$ cat src/rtl/des_pkg.sv
`default_nettype none
// ============================================================================
//  Module      : des_pkg
//  Description : Shared DES constants for the f-function datapath: half-block
//                and subkey widths, the E expansion and P permutation tables,
//                the eight S-box tables, and helpers that apply them.
//                Tables are written in FIPS 46-3 numbering (bit 1 = MSB), so
//                FIPS bit i of a W-bit vector lives at vector index W-i.
//  Revision    : 1.0 - initial release
// ============================================================================
package des_pkg;

  localparam int DES_HALF_W   = 32;
  localparam int DES_SUBKEY_W = 48;

  // E: output bit j+1 takes R bit E_TABLE[j]
  localparam int unsigned E_TABLE [48] = '{
    32,  1,  2,  3,  4,  5,
     4,  5,  6,  7,  8,  9,
     8,  9, 10, 11, 12, 13,
    12, 13, 14, 15, 16, 17,
    16, 17, 18, 19, 20, 21,
    20, 21, 22, 23, 24, 25,
    24, 25, 26, 27, 28, 29,
    28, 29, 30, 31, 32,  1
  };

  // P: output bit j+1 takes S-box output bit P_TABLE[j]
  localparam int unsigned P_TABLE [32] = '{
    16,  7, 20, 21, 29, 12, 28, 17,
     1, 15, 23, 26,  5, 18, 31, 10,
     2,  8, 24, 14, 32, 27,  3,  9,
    19, 13, 30,  6, 22, 11,  4, 25
  };

  // S-boxes, each stored as row*16 + column
  localparam logic [3:0] SBOX [8][64] = '{
    '{4'd14, 4'd4, 4'd13, 4'd1, 4'd2, 4'd15, 4'd11, 4'd8, 4'd3, 4'd10, 4'd6, 4'd12, 4'd5, 4'd9, 4'd0, 4'd7,
      4'd0, 4'd15, 4'd7, 4'd4, 4'd14, 4'd2, 4'd13, 4'd1, 4'd10, 4'd6, 4'd12, 4'd11, 4'd9, 4'd5, 4'd3, 4'd8,
      4'd4, 4'd1, 4'd14, 4'd8, 4'd13, 4'd6, 4'd2, 4'd11, 4'd15, 4'd12, 4'd9, 4'd7, 4'd3, 4'd10, 4'd5, 4'd0,
      4'd15, 4'd12, 4'd8, 4'd2, 4'd4, 4'd9, 4'd1, 4'd7, 4'd5, 4'd11, 4'd3, 4'd14, 4'd10, 4'd0, 4'd6, 4'd13},
    '{4'd15, 4'd1, 4'd8, 4'd14, 4'd6, 4'd11, 4'd3, 4'd4, 4'd9, 4'd7, 4'd2, 4'd13, 4'd12, 4'd0, 4'd5, 4'd10,
      4'd3, 4'd13, 4'd4, 4'd7, 4'd15, 4'd2, 4'd8, 4'd14, 4'd12, 4'd0, 4'd1, 4'd10, 4'd6, 4'd9, 4'd11, 4'd5,
      4'd0, 4'd14, 4'd7, 4'd11, 4'd10, 4'd4, 4'd13, 4'd1, 4'd5, 4'd8, 4'd12, 4'd6, 4'd9, 4'd3, 4'd2, 4'd15,
      4'd13, 4'd8, 4'd10, 4'd1, 4'd3, 4'd15, 4'd4, 4'd2, 4'd11, 4'd6, 4'd7, 4'd12, 4'd0, 4'd5, 4'd14, 4'd9},
    '{4'd10, 4'd0, 4'd9, 4'd14, 4'd6, 4'd3, 4'd15, 4'd5, 4'd1, 4'd13, 4'd12, 4'd7, 4'd11, 4'd4, 4'd2, 4'd8,
      4'd13, 4'd7, 4'd0, 4'd9, 4'd3, 4'd4, 4'd6, 4'd10, 4'd2, 4'd8, 4'd5, 4'd14, 4'd12, 4'd11, 4'd15, 4'd1,
      4'd13, 4'd6, 4'd4, 4'd9, 4'd8, 4'd15, 4'd3, 4'd0, 4'd11, 4'd1, 4'd2, 4'd12, 4'd5, 4'd10, 4'd14, 4'd7,
      4'd1, 4'd10, 4'd13, 4'd0, 4'd6, 4'd9, 4'd8, 4'd7, 4'd4, 4'd15, 4'd14, 4'd3, 4'd11, 4'd5, 4'd2, 4'd12},
    '{4'd7, 4'd13, 4'd14, 4'd3, 4'd0, 4'd6, 4'd9, 4'd10, 4'd1, 4'd2, 4'd8, 4'd5, 4'd11, 4'd12, 4'd4, 4'd15,
      4'd13, 4'd8, 4'd11, 4'd5, 4'd6, 4'd15, 4'd0, 4'd3, 4'd4, 4'd7, 4'd2, 4'd12, 4'd1, 4'd10, 4'd14, 4'd9,
      4'd10, 4'd6, 4'd9, 4'd0, 4'd12, 4'd11, 4'd7, 4'd13, 4'd15, 4'd1, 4'd3, 4'd14, 4'd5, 4'd2, 4'd8, 4'd4,
      4'd3, 4'd15, 4'd0, 4'd6, 4'd10, 4'd1, 4'd13, 4'd8, 4'd9, 4'd4, 4'd5, 4'd11, 4'd12, 4'd7, 4'd2, 4'd14},
    '{4'd2, 4'd12, 4'd4, 4'd1, 4'd7, 4'd10, 4'd11, 4'd6, 4'd8, 4'd5, 4'd3, 4'd15, 4'd13, 4'd0, 4'd14, 4'd9,
      4'd14, 4'd11, 4'd2, 4'd12, 4'd4, 4'd7, 4'd13, 4'd1, 4'd5, 4'd0, 4'd15, 4'd10, 4'd3, 4'd9, 4'd8, 4'd6,
      4'd4, 4'd2, 4'd1, 4'd11, 4'd10, 4'd13, 4'd7, 4'd8, 4'd15, 4'd9, 4'd12, 4'd5, 4'd6, 4'd3, 4'd0, 4'd14,
      4'd11, 4'd8, 4'd12, 4'd7, 4'd1, 4'd14, 4'd2, 4'd13, 4'd6, 4'd15, 4'd0, 4'd9, 4'd10, 4'd4, 4'd5, 4'd3},
    '{4'd12, 4'd1, 4'd10, 4'd15, 4'd9, 4'd2, 4'd6, 4'd8, 4'd0, 4'd13, 4'd3, 4'd4, 4'd14, 4'd7, 4'd5, 4'd11,
      4'd10, 4'd15, 4'd4, 4'd2, 4'd7, 4'd12, 4'd9, 4'd5, 4'd6, 4'd1, 4'd13, 4'd14, 4'd0, 4'd11, 4'd3, 4'd8,
      4'd9, 4'd14, 4'd15, 4'd5, 4'd2, 4'd8, 4'd12, 4'd3, 4'd7, 4'd0, 4'd4, 4'd10, 4'd1, 4'd13, 4'd11, 4'd6,
      4'd4, 4'd3, 4'd2, 4'd12, 4'd9, 4'd5, 4'd15, 4'd10, 4'd11, 4'd14, 4'd1, 4'd7, 4'd6, 4'd0, 4'd8, 4'd13},
    '{4'd4, 4'd11, 4'd2, 4'd14, 4'd15, 4'd0, 4'd8, 4'd13, 4'd3, 4'd12, 4'd9, 4'd7, 4'd5, 4'd10, 4'd6, 4'd1,
      4'd13, 4'd0, 4'd11, 4'd7, 4'd4, 4'd9, 4'd1, 4'd10, 4'd14, 4'd3, 4'd5, 4'd12, 4'd2, 4'd15, 4'd8, 4'd6,
      4'd1, 4'd4, 4'd11, 4'd13, 4'd12, 4'd3, 4'd7, 4'd14, 4'd10, 4'd15, 4'd6, 4'd8, 4'd0, 4'd5, 4'd9, 4'd2,
      4'd6, 4'd11, 4'd13, 4'd8, 4'd1, 4'd4, 4'd10, 4'd7, 4'd9, 4'd5, 4'd0, 4'd15, 4'd14, 4'd2, 4'd3, 4'd12},
    '{4'd13, 4'd2, 4'd8, 4'd4, 4'd6, 4'd15, 4'd11, 4'd1, 4'd10, 4'd9, 4'd3, 4'd14, 4'd5, 4'd0, 4'd12, 4'd7,
      4'd1, 4'd15, 4'd13, 4'd8, 4'd10, 4'd3, 4'd7, 4'd4, 4'd12, 4'd5, 4'd6, 4'd11, 4'd0, 4'd14, 4'd9, 4'd2,
      4'd7, 4'd11, 4'd4, 4'd1, 4'd9, 4'd12, 4'd14, 4'd2, 4'd0, 4'd6, 4'd10, 4'd13, 4'd15, 4'd3, 4'd5, 4'd8,
      4'd2, 4'd1, 4'd14, 4'd7, 4'd4, 4'd10, 4'd8, 4'd13, 4'd15, 4'd12, 4'd9, 4'd0, 4'd3, 4'd5, 4'd6, 4'd11}
  };

  function automatic logic [DES_SUBKEY_W-1:0] des_expand(input logic [DES_HALF_W-1:0] r);
    logic [DES_SUBKEY_W-1:0] e;
    e = '0;
    for (int j = 0; j < DES_SUBKEY_W; j++) begin
      e[DES_SUBKEY_W-1-j] = r[DES_HALF_W-E_TABLE[j]];
    end
    return e;
  endfunction

  function automatic logic [DES_HALF_W-1:0] des_permute(input logic [DES_HALF_W-1:0] s);
    logic [DES_HALF_W-1:0] p;
    p = '0;
    for (int j = 0; j < DES_HALF_W; j++) begin
      p[DES_HALF_W-1-j] = s[DES_HALF_W-P_TABLE[j]];
    end
    return p;
  endfunction

  // Row comes from the outer bits (b1,b6), column from the inner four.
  function automatic logic [3:0] sbox_lookup(input logic [2:0] n, input logic [5:0] x);
    return SBOX[n][{x[5], x[0], x[4:1]}];
  endfunction

endpackage
`default_nettype wire

$ cat src/rtl/des_ffunc_pipe_if.sv
`default_nettype none
// ============================================================================
//  Module      : des_ffunc_pipe_if
//  Description : Valid/ready bundle for the DES f-function pipe.
//                Input side : in_valid, in_ready, in_r, in_subkey, in_tag
//                Output side: out_valid, out_ready, out_f, out_tag
//                master = traffic source/sink, slave = the pipe itself.
//  Revision    : 1.0 - initial release
// ============================================================================
interface des_ffunc_pipe_if
  import des_pkg::*;
#(
  parameter int TAG_W = 4
);
  logic                    in_valid;
  logic                    in_ready;
  logic [DES_HALF_W-1:0]   in_r;
  logic [DES_SUBKEY_W-1:0] in_subkey;
  logic [TAG_W-1:0]        in_tag;
  logic                    out_valid;
  logic                    out_ready;
  logic [DES_HALF_W-1:0]   out_f;
  logic [TAG_W-1:0]        out_tag;

  modport master (
    output in_valid, in_r, in_subkey, in_tag, out_ready,
    input  in_ready, out_valid, out_f, out_tag
  );

  modport slave (
    input  in_valid, in_r, in_subkey, in_tag, out_ready,
    output in_ready, out_valid, out_f, out_tag
  );
endinterface
`default_nettype wire

$ cat src/rtl/des_sbox.sv
`default_nettype none
// ============================================================================
//  Module      : des_sbox1 .. des_sbox8
//  Description : The eight DES S-boxes, 6-bit in (x[5] = FIPS b1),
//                4-bit out, purely combinational.
//  Revision    : 1.0 - initial release
// ============================================================================
module des_sbox1 import des_pkg::*; (input logic [5:0] x, output logic [3:0] y);
  assign y = sbox_lookup(3'd0, x);
endmodule

module des_sbox2 import des_pkg::*; (input logic [5:0] x, output logic [3:0] y);
  assign y = sbox_lookup(3'd1, x);
endmodule

module des_sbox3 import des_pkg::*; (input logic [5:0] x, output logic [3:0] y);
  assign y = sbox_lookup(3'd2, x);
endmodule

module des_sbox4 import des_pkg::*; (input logic [5:0] x, output logic [3:0] y);
  assign y = sbox_lookup(3'd3, x);
endmodule

module des_sbox5 import des_pkg::*; (input logic [5:0] x, output logic [3:0] y);
  assign y = sbox_lookup(3'd4, x);
endmodule

module des_sbox6 import des_pkg::*; (input logic [5:0] x, output logic [3:0] y);
  assign y = sbox_lookup(3'd5, x);
endmodule

module des_sbox7 import des_pkg::*; (input logic [5:0] x, output logic [3:0] y);
  assign y = sbox_lookup(3'd6, x);
endmodule

module des_sbox8 import des_pkg::*; (input logic [5:0] x, output logic [3:0] y);
  assign y = sbox_lookup(3'd7, x);
endmodule
`default_nettype wire

$ cat src/rtl/des_sbox_bank.sv
`default_nettype none
// ============================================================================
//  Module      : des_sbox_bank
//  Description : All eight S-boxes side by side. Purely combinational.
//                x [47:0] : E(R) xor K, bits [47:42] feed S1 ... [5:0] feed S8
//                y [31:0] : S1 output at [31:28] ... S8 output at [3:0]
//  Revision    : 1.0 - initial release
// ============================================================================
module des_sbox_bank
  import des_pkg::*;
(
  input  logic [DES_SUBKEY_W-1:0] x,
  output logic [DES_HALF_W-1:0]   y
);
  des_sbox1 u_s1 (.x(x[47:42]), .y(y[31:28]));
  des_sbox2 u_s2 (.x(x[41:36]), .y(y[27:24]));
  des_sbox3 u_s3 (.x(x[35:30]), .y(y[23:20]));
  des_sbox4 u_s4 (.x(x[29:24]), .y(y[19:16]));
  des_sbox5 u_s5 (.x(x[23:18]), .y(y[15:12]));
  des_sbox6 u_s6 (.x(x[17:12]), .y(y[11:8]));
  des_sbox7 u_s7 (.x(x[11:6]),  .y(y[7:4]));
  des_sbox8 u_s8 (.x(x[5:0]),   .y(y[3:0]));
endmodule
`default_nettype wire

$ cat src/rtl/des_ffunc_pipe.sv
`default_nettype none
// ============================================================================
//  Module      : des_ffunc_pipe
//  Description : Pipelined DES round function f(R,K) = P(S(E(R) xor K)) with
//                valid/ready flow control and an opaque sideband tag.
//                clk  : rising-edge clock
//                rst  : synchronous, active-high; drops all in-flight work
//                bus  : des_ffunc_pipe_if.slave (in_* request, out_* result)
//                Build option DES_FFUNC_SREG_EN: when defined, E/xor result is
//                registered (stage A) ahead of the S-boxes, latency 2; when
//                undefined, a single output register, latency 1.
//  Revision    : 1.0 - initial release
// ============================================================================
module des_ffunc_pipe
  import des_pkg::*;
#(
  parameter int TAG_W = 4
)
(
  input logic             clk,
  input logic             rst,
  des_ffunc_pipe_if.slave bus
);

  logic [DES_SUBKEY_W-1:0] sbox_in;
  logic [DES_HALF_W-1:0]   sbox_out;
  logic                    stage_valid;   // an operation is ready to enter stage B
  logic [TAG_W-1:0]        stage_tag;

  logic                    out_valid_q;
  logic [DES_HALF_W-1:0]   out_f_q;
  logic [TAG_W-1:0]        out_tag_q;

  // Output register can take new content when empty or being drained now.
  logic out_load;
  assign out_load = !out_valid_q || bus.out_ready;

`ifdef DES_FFUNC_SREG_EN
  logic                    a_valid;
  logic [DES_SUBKEY_W-1:0] a_x;
  logic [TAG_W-1:0]        a_tag;
  logic                    a_advance;

  assign a_advance    = a_valid && out_load;
  assign bus.in_ready = !a_valid || a_advance;

  always_ff @(posedge clk) begin
    if (rst) begin
      a_valid <= 1'b0;
      a_x     <= '0;
      a_tag   <= '0;
    end else if (bus.in_ready) begin
      a_valid <= bus.in_valid;
      if (bus.in_valid) begin
        a_x   <= des_expand(bus.in_r) ^ bus.in_subkey;
        a_tag <= bus.in_tag;
      end
    end
  end

  assign sbox_in     = a_x;
  assign stage_valid = a_valid;
  assign stage_tag   = a_tag;
`else
  assign bus.in_ready = out_load;
  assign sbox_in      = des_expand(bus.in_r) ^ bus.in_subkey;
  assign stage_valid  = bus.in_valid;
  assign stage_tag    = bus.in_tag;
`endif

  des_sbox_bank u_sbox_bank (
    .x (sbox_in),
    .y (sbox_out)
  );

  // Data only moves on a valid load, so a stalled result holds its value.
  always_ff @(posedge clk) begin
    if (rst) begin
      out_valid_q <= 1'b0;
      out_f_q     <= '0;
      out_tag_q   <= '0;
    end else if (out_load) begin
      out_valid_q <= stage_valid;
      if (stage_valid) begin
        out_f_q   <= des_permute(sbox_out);
        out_tag_q <= stage_tag;
      end
    end
  end

  assign bus.out_valid = out_valid_q;
  assign bus.out_f     = out_f_q;
  assign bus.out_tag   = out_tag_q;

endmodule
`default_nettype wire

$ cat src/flat_wrapper.sv
// flat-port wrapper written by rule: the top's interface ports become plain ports
module des_ffunc_pipe_flat import des_pkg::*;
#(
  parameter int TAG_W = 4
)
  (clk, rst, bus_in_valid, bus_in_r, bus_in_subkey, bus_in_tag, bus_out_ready, bus_in_ready, bus_out_valid, bus_out_f, bus_out_tag);
  des_ffunc_pipe_if #(.TAG_W(TAG_W)) bus_i ();
  input logic clk;
  input logic rst;
  input wire logic [$bits(bus_i.in_valid)-1:0] bus_in_valid;
  input wire logic [$bits(bus_i.in_r)-1:0] bus_in_r;
  input wire logic [$bits(bus_i.in_subkey)-1:0] bus_in_subkey;
  input wire logic [$bits(bus_i.in_tag)-1:0] bus_in_tag;
  input wire logic [$bits(bus_i.out_ready)-1:0] bus_out_ready;
  output wire logic [$bits(bus_i.in_ready)-1:0] bus_in_ready;
  output wire logic [$bits(bus_i.out_valid)-1:0] bus_out_valid;
  output wire logic [$bits(bus_i.out_f)-1:0] bus_out_f;
  output wire logic [$bits(bus_i.out_tag)-1:0] bus_out_tag;
  assign bus_i.in_valid = bus_in_valid;
  assign bus_i.in_r = bus_in_r;
  assign bus_i.in_subkey = bus_in_subkey;
  assign bus_i.in_tag = bus_in_tag;
  assign bus_i.out_ready = bus_out_ready;
  assign bus_in_ready = bus_i.in_ready;
  assign bus_out_valid = bus_i.out_valid;
  assign bus_out_f = bus_i.out_f;
  assign bus_out_tag = bus_i.out_tag;
  des_ffunc_pipe #(.TAG_W(TAG_W)) u_core (.clk(clk), .rst(rst), .bus(bus_i));
endmodule
$ cat config.mk
export PLATFORM = sky130hd
export DESIGN_NAME = des_ffunc_pipe_flat
export DESIGN_NICKNAME = d
export VERILOG_FILES = /design/src/rtl/des_pkg.sv /design/src/rtl/des_ffunc_pipe_if.sv /design/src/rtl/des_sbox.sv /design/src/rtl/des_sbox_bank.sv /design/src/rtl/des_ffunc_pipe.sv /design/src/flat_wrapper.sv
export SDC_FILE = /design/constraint.sdc
export NUM_CORES = 1
export LEC_CHECK = 0
export BUFFER_PORTS_ARGS = -buffer_cell sky130_fd_sc_hd__buf_2
export CAP_MARGIN = 20
export CORE_ASPECT_RATIO = 0.75
export CORE_UTILIZATION = 55
export DETAILED_ROUTE_END_ITERATION = 12
export PLACE_DENSITY = 0.83
export SLEW_MARGIN = 10
export SYNTH_ARGS = -nofsm -noshare
export SYNTH_HDL_FRONTEND = slang
export SYNTH_SLANG_ARGS = --single-unit
$ cat constraint.sdc
create_clock -name clk -period 2.9 [get_ports clk]
set_input_delay 0.29 -clock clk [delete_from_list [all_inputs] [get_ports clk]]
set_output_delay 0.29 -clock clk [all_outputs]
set_load 0.01 [all_outputs]
Word-level counts from Yosys, hierarchy flattened
Memory sizes are Yosys's and may differ from the RTL's. A register that Yosys moved wholly into a read port is not among the register bits.
Index checks and enable logic that the tools add are counted.
{"block": "totals", "in_bits": 88, "romBits": 2048, "out_inout_bits": 38, "word_cells": 22, "mem_count": 8, "register_bits": 5}
{"block": "classes", "n_reduce_logical": 3, "bitwise": 9}
{"memory": "(no name shown)", "words": 64, "word_bits": 4, "rd": 1, "rd_ports_with_merged_regs": 1, "write_ports": 0, "line_no": "des_pkg.sv:92", "rtl": "return SBOX[n][{x[5], x[0], x[4:1]}];"}
{"memory": "(no name shown)", "words": 64, "word_bits": 4, "rd": 1, "rd_ports_with_merged_regs": 1, "write_ports": 0, "line_no": "des_pkg.sv:92"}
{"memory": "(no name shown)", "words": 64, "word_bits": 4, "rd": 1, "rd_ports_with_merged_regs": 1, "write_ports": 0, "line_no": "des_pkg.sv:92"}
{"memory": "(no name shown)", "words": 64, "word_bits": 4, "rd": 1, "rd_ports_with_merged_regs": 1, "write_ports": 0, "line_no": "des_pkg.sv:92"}
{"memory": "(no name shown)", "words": 64, "word_bits": 4, "rd": 1, "rd_ports_with_merged_regs": 1, "write_ports": 0, "line_no": "des_pkg.sv:92"}
{"memory": "(no name shown)", "words": 64, "word_bits": 4, "rd": 1, "rd_ports_with_merged_regs": 1, "write_ports": 0, "line_no": "des_pkg.sv:92"}
{"memory": "2 more memories"}
{"op": "$not A6 Y7", "n": 8}
{"op": "$xor A48 B48 Y48", "n": 1}
{"op": "$reduce_and A2 Y1", "n": 1}
{"op": "$logic_not A1 Y1", "n": 1}
{"op": "$logic_or A1 B1 Y1", "n": 1}

Depth between registers and ports, before layout
{"block": "depth", "ltp_word": 3, "mapped_depth": 9, "mapped_depth_nobuf": 9}

Hierarchy
A second synthesis with hierarchy kept.
{"block": "unflattened", "hier_cells": 912, "hier_area_um2": 7161.9}
{"module": "des_ffunc_pipe", "n_inst": 1, "cells_per_inst": 216, "seq_area_each_um2": 740.7, "area_each_um2": 2108.3}
{"module": "des_sbox8", "n_inst": 1, "cells_per_inst": 91, "seq_area_each_um2": 0.0, "area_each_um2": 665.6}
{"module": "des_sbox6", "n_inst": 1, "cells_per_inst": 91, "seq_area_each_um2": 0.0, "area_each_um2": 653.1}
{"module": "des_sbox7", "n_inst": 1, "cells_per_inst": 86, "seq_area_each_um2": 0.0, "area_each_um2": 653.1}
{"module": "des_sbox1", "n_inst": 1, "cells_per_inst": 87, "seq_area_each_um2": 0.0, "area_each_um2": 645.6}
{"module": "des_sbox5", "n_inst": 1, "cells_per_inst": 94, "seq_area_each_um2": 0.0, "area_each_um2": 629.4}
{"module": "des_sbox2", "n_inst": 1, "cells_per_inst": 88, "seq_area_each_um2": 0.0, "area_each_um2": 616.8}
{"module": "des_sbox3", "n_inst": 1, "cells_per_inst": 87, "seq_area_each_um2": 0.0, "area_each_um2": 616.8}
{"module": "des_sbox4", "n_inst": 1, "cells_per_inst": 72, "seq_area_each_um2": 0.0, "area_each_um2": 573.0}

Least setup slack after synthesis
Ideal clock, no wire load.
{"block": "synth_timing", "kind": "input -> register", "from": "in bus_in_r[8]", "to": "reg u_core.out_f_q[3], in the netlist u_core.bus.out_f[3]", "n_path_buf": 0, "required_ps": 2809, "arrival_time_ps": 2299, "slack_ps": 510, "path_stages": 6, "setup_ps": 91, "cell_sequence": "xnor2_1 inv_1 ha_1 o311a_1 a311o_1 a311oi_1"}
{"block": "synth_via", "elab_chain_len": 2}
{"element": "start: declaration", "line_no": "flat_wrapper.sv:11", "rtl": "input wire logic [$bits(bus_i.in_r)-1:0] bus_in_r;"}
{"element": "$xor A48 B48 Y48", "line_no": "des_ffunc_pipe.sv:66", "rtl": "assign sbox_in = des_expand(bus.in_r) ^ bus.in_subkey;"}
{"element": "$not A6 Y7 (implied by the code)", "line_no": "des_pkg.sv:92"}
{"element": "end: declaration", "line_no": "des_ffunc_pipe.sv:31", "rtl": "logic [DES_HALF_W-1:0] out_f_q;"}
No other way between the ends.
A chain may end at the register's enable or synchronous reset.

Final worst setup path
{"block": "layout_timing", "from": "in bus_in_r[24]", "to": "reg u_core.out_f_q[14], in the netlist u_core.bus.out_f[14]"}
Same word-level chain as after synthesis.

==> results.md <==
* Initial antenna violation count at 0
* Pre-CTS setup slack at 0.299 ns
* Status: complete, but fails checks
* Max_slew headroom at 44.0%
* CTS-repair resized insts at 0
* First-pass GRT wire length at 28800 um
* Final Net Count at 1115
* Footprint of the multi-input gates at 5240 sq um
* EDFF count, synth at 0
* Setup TNS at 0 ns
* H-tree levels at 2
* Reg area at 741 sq um
* Combinational Power Share at 58.8%
* Sw Ratio at 43.3%
* Total die area at 11900 sq um
* DRT Pass-1 Iters at 9
* Sequential area share after synthesis at 11.8%
* Hold_buf cts at 0
* Total GRT Usage at 29.6%
* Clock Skew at 0.00359 ns
* Dpl cell area at 7270 sq um
* Fin crit period at 2.30 ns
* Final Max Slew Viols at 0
* Antenna Cells at 0
* Internal power at 1760 uW
* Leakage at 0.00318 uW
* Setup Viol. Count Final at 0
* Mean Syn Cell Area at 7.62 sq um
* Clock Latency Late Sink at 0.29 ns
* Mapped cell area at 6290 sq um
* Drt initial violations at 916
* Failing checks: DRC
* Sequential share of power at 19.3%
* Root Driver: clkbuf_16
* WP data required at 3.05 ns
* Final Hold Viols at 0
* DP Wirelength at 13200 um
* RSZ-0062 raised after global routing: false
* DRC viols at 6
* Synth cell types at 62
* Critical Path Sink Type: register
* Final non-filler cell total at 1106
* Vias in the first global route at 5912
* Slew @ Worst Pin at 0.837 ns
* Via count at 6949
* CTS buffer count at 5
* Final Worst Setup Slack at 0.603 ns
* Maxcap violations at 0
* Placed insts at 1098
* Synth Warn # at 0
* Congestion Overflow GR at 0
* Async SR Flop Fraction at 0%
* DRT antenna net count at 0
* DRT Wirelength at 17800 um
* Largest net degree at the start of global routing at 37
* Fmax achieved at 435 MHz
* Die W at 126 um
* CP Max Fanout at 7
* CTS tree: done
* Setup Crit Path Kind: in -> reg
* Drt via density at 6.28
* Clock slew at reported path FFs at 0.06 ns
* Routability cong. at 0.953
* Share of layout cells above drive strength 1 at 22.0%
* Clock Sink Count at 37
* Yosys reg bits at 37
* Drt wl/cell at 16.1 um
* Crit start category: primary input
* Top FF cell, synth: dfxtp_1
* Clock power share at 21.9%
* Tot Pwr at 3110 uW
* Row count at 33
* Starting density of the core at 57.1%
* Sw power at 1350 uW
* Placeable core region at 11000 sq um
* Net Count, Synth at 976
* Fin crit share at 79.2%
* Chip height at 94.6 um
* Pwr dens at 417 nW/um^2
* Post-Syn Instances at 826
* Area grow syn2layout at 18.3%
* Layout fillers at 925
* Max VDD drop at 0.223 mV
* Critical path arrival at 2.45 ns
* Post-CTS Setup Bufs at 0
* Port buffer count at 125
* Final Cell Area at 7450 sq um
* I/O pin count at 126
* Clock Path Buffers at 2
* Hold Path Class: in -> reg
placed cells by master (no fill, tap or decap), types with 9 or more instances in the layout:
| cell | instances |
|---|---|
| mux2i_1 | 19 |
| o311ai_0 | 9 |
| nor2_1 | 99 |
| a311oi_1 | 17 |
| o2111ai_1 | 9 |
| inv_1 | 34 |
| xor2_1 | 33 |
| o21ai_0 | 49 |
| buf_4 | 47 |
| o211ai_1 | 35 |
| buf_2 | 125 |
| mux4_2 | 15 |
| nand2_1 | 84 |
| a21oi_1 | 39 |
| nor3_1 | 35 |
| dfxtp_1 | 37 |
| ha_1 | 62 |
| xnor2_1 | 50 |
| nand3_1 | 19 |
| a211oi_1 | 35 |
power by group through the flow:
stage	Clock [uW]	Combinational, uW	Sequential (uW)
after floorplan	0	1240	631
after global placement	0	1750	609
after detailed placement	0	1790	609
after CTS	689	1790	599
after global routing	713	2000	605
final	682	1830	600
per-layer routing:
layer,wire [um],vias to the layer above,global-route usage (%)
met2,7740,383,45.4
met3,1620,29,5.16
met1,8150,3189,42.1
met4,290,0,8.94
li1,-,3348,-
met5,0,-,0
flip-flops by register name, indices dropped and copies added, names as in the netlist:
| signal | count |
|---|---|
| u_core.bus.out_f | 32 |
| u_core.bus.out_tag | 4 |
| u_core.bus.out_valid | 1 |
kinds of logic after synthesis:
logic type / after synthesis / synth area share [%]
DFF: 37 / 11.8
AOI/OAI and AO/OA: 257 / 28.9
muxes: 36 / 8.99
and+or+nand+nor: 261 / 17.7
adders and majority gates: 62 / 12.3
xor gates and xnor gates: 96 / 15.3
buffers and inverters: 77 / 5.05
cells in the mapped netlist (3+ instances only):
cell	n	area share, %
a31oi_1	8	0.80
o311a_1	5	0.80
a2111oi_0	5	0.70
o2111ai_1	9	1.3
xnor2_1	50	7.0
o31ai_1	5	0.60
mux2i_1	19	3.0
nor4_1	4	0.40
dfxtp_1	37	12
buf_2	18	1.4
a221oi_1	3	0.42
nand2_1	84	5.0
a311oi_1	17	2.4
clkbuf_1	19	1.1
a32o_1	4	0.64
ha_1	62	12
a211o_1	3	0.42
or3_1	6	0.60
a211oi_1	35	4.2
xor2_1	33	4.6
nand2b_1	5	0.50
xor2_2	6	1.6
a21oi_1	39	3.1
mux4_2	15	5.4
o311ai_0	9	1.3
nor3_1	35	2.8
o22ai_1	3	0.30
inv_1	34	2.0
nor2_1	99	5.9
nand3_1	19	1.5
o211ai_1	35	4.2
a311o_1	5	0.80
o221ai_1	4	0.56
xnor2_2	5	1.3
o21ai_0	49	3.9
worst max-delay path, cell delays in order:
cell and delay [ns]:
buf_2 0.13, xnor2_1 0.47, inv_1 0.15, ha_1 0.37
mux4_2 0.48, nor2_1 0.11, a211oi_1 0.06, a311oi_1 0.29
nor3_1 0.08
per-stage QoR:
stage | util (%) | hold WS [ns]
after floorplan | - | 0.419
after global placement | 66.0 | 0.441
after detailed placement | 66.0 | 0.448
after CTS | 67.6 | 0.228
after global routing | 67.6 | 0.238
final | 67.6 | 0.228
cell type report:
cell class	instances	area share (%)
Timing Repair Buffer	172	13.1
Clock buffer	6	1.86
Clock inverter	2	0.504
Multi-Input combinational cell	712	70.3
Inverter	37	1.90
Tap cell	140	2.35
Sequential cell	37	9.95
final timing paths:
check	from	end	slack (ns)	cells after the start
worst min register to register	u_core.bus.out_tag[1]	u_core.bus.out_tag[1]	0.46	2
worst min-delay path	bus_in_tag[1]	u_core.bus.out_tag[1]	0.23	3
worst max-delay path	bus_in_r[24]	u_core.bus.out_f[14]	0.60	9
worst max register to register	u_core.bus.out_valid	u_core.bus.out_f[31]	1.17	5
(Power assumes the default switching activity.)
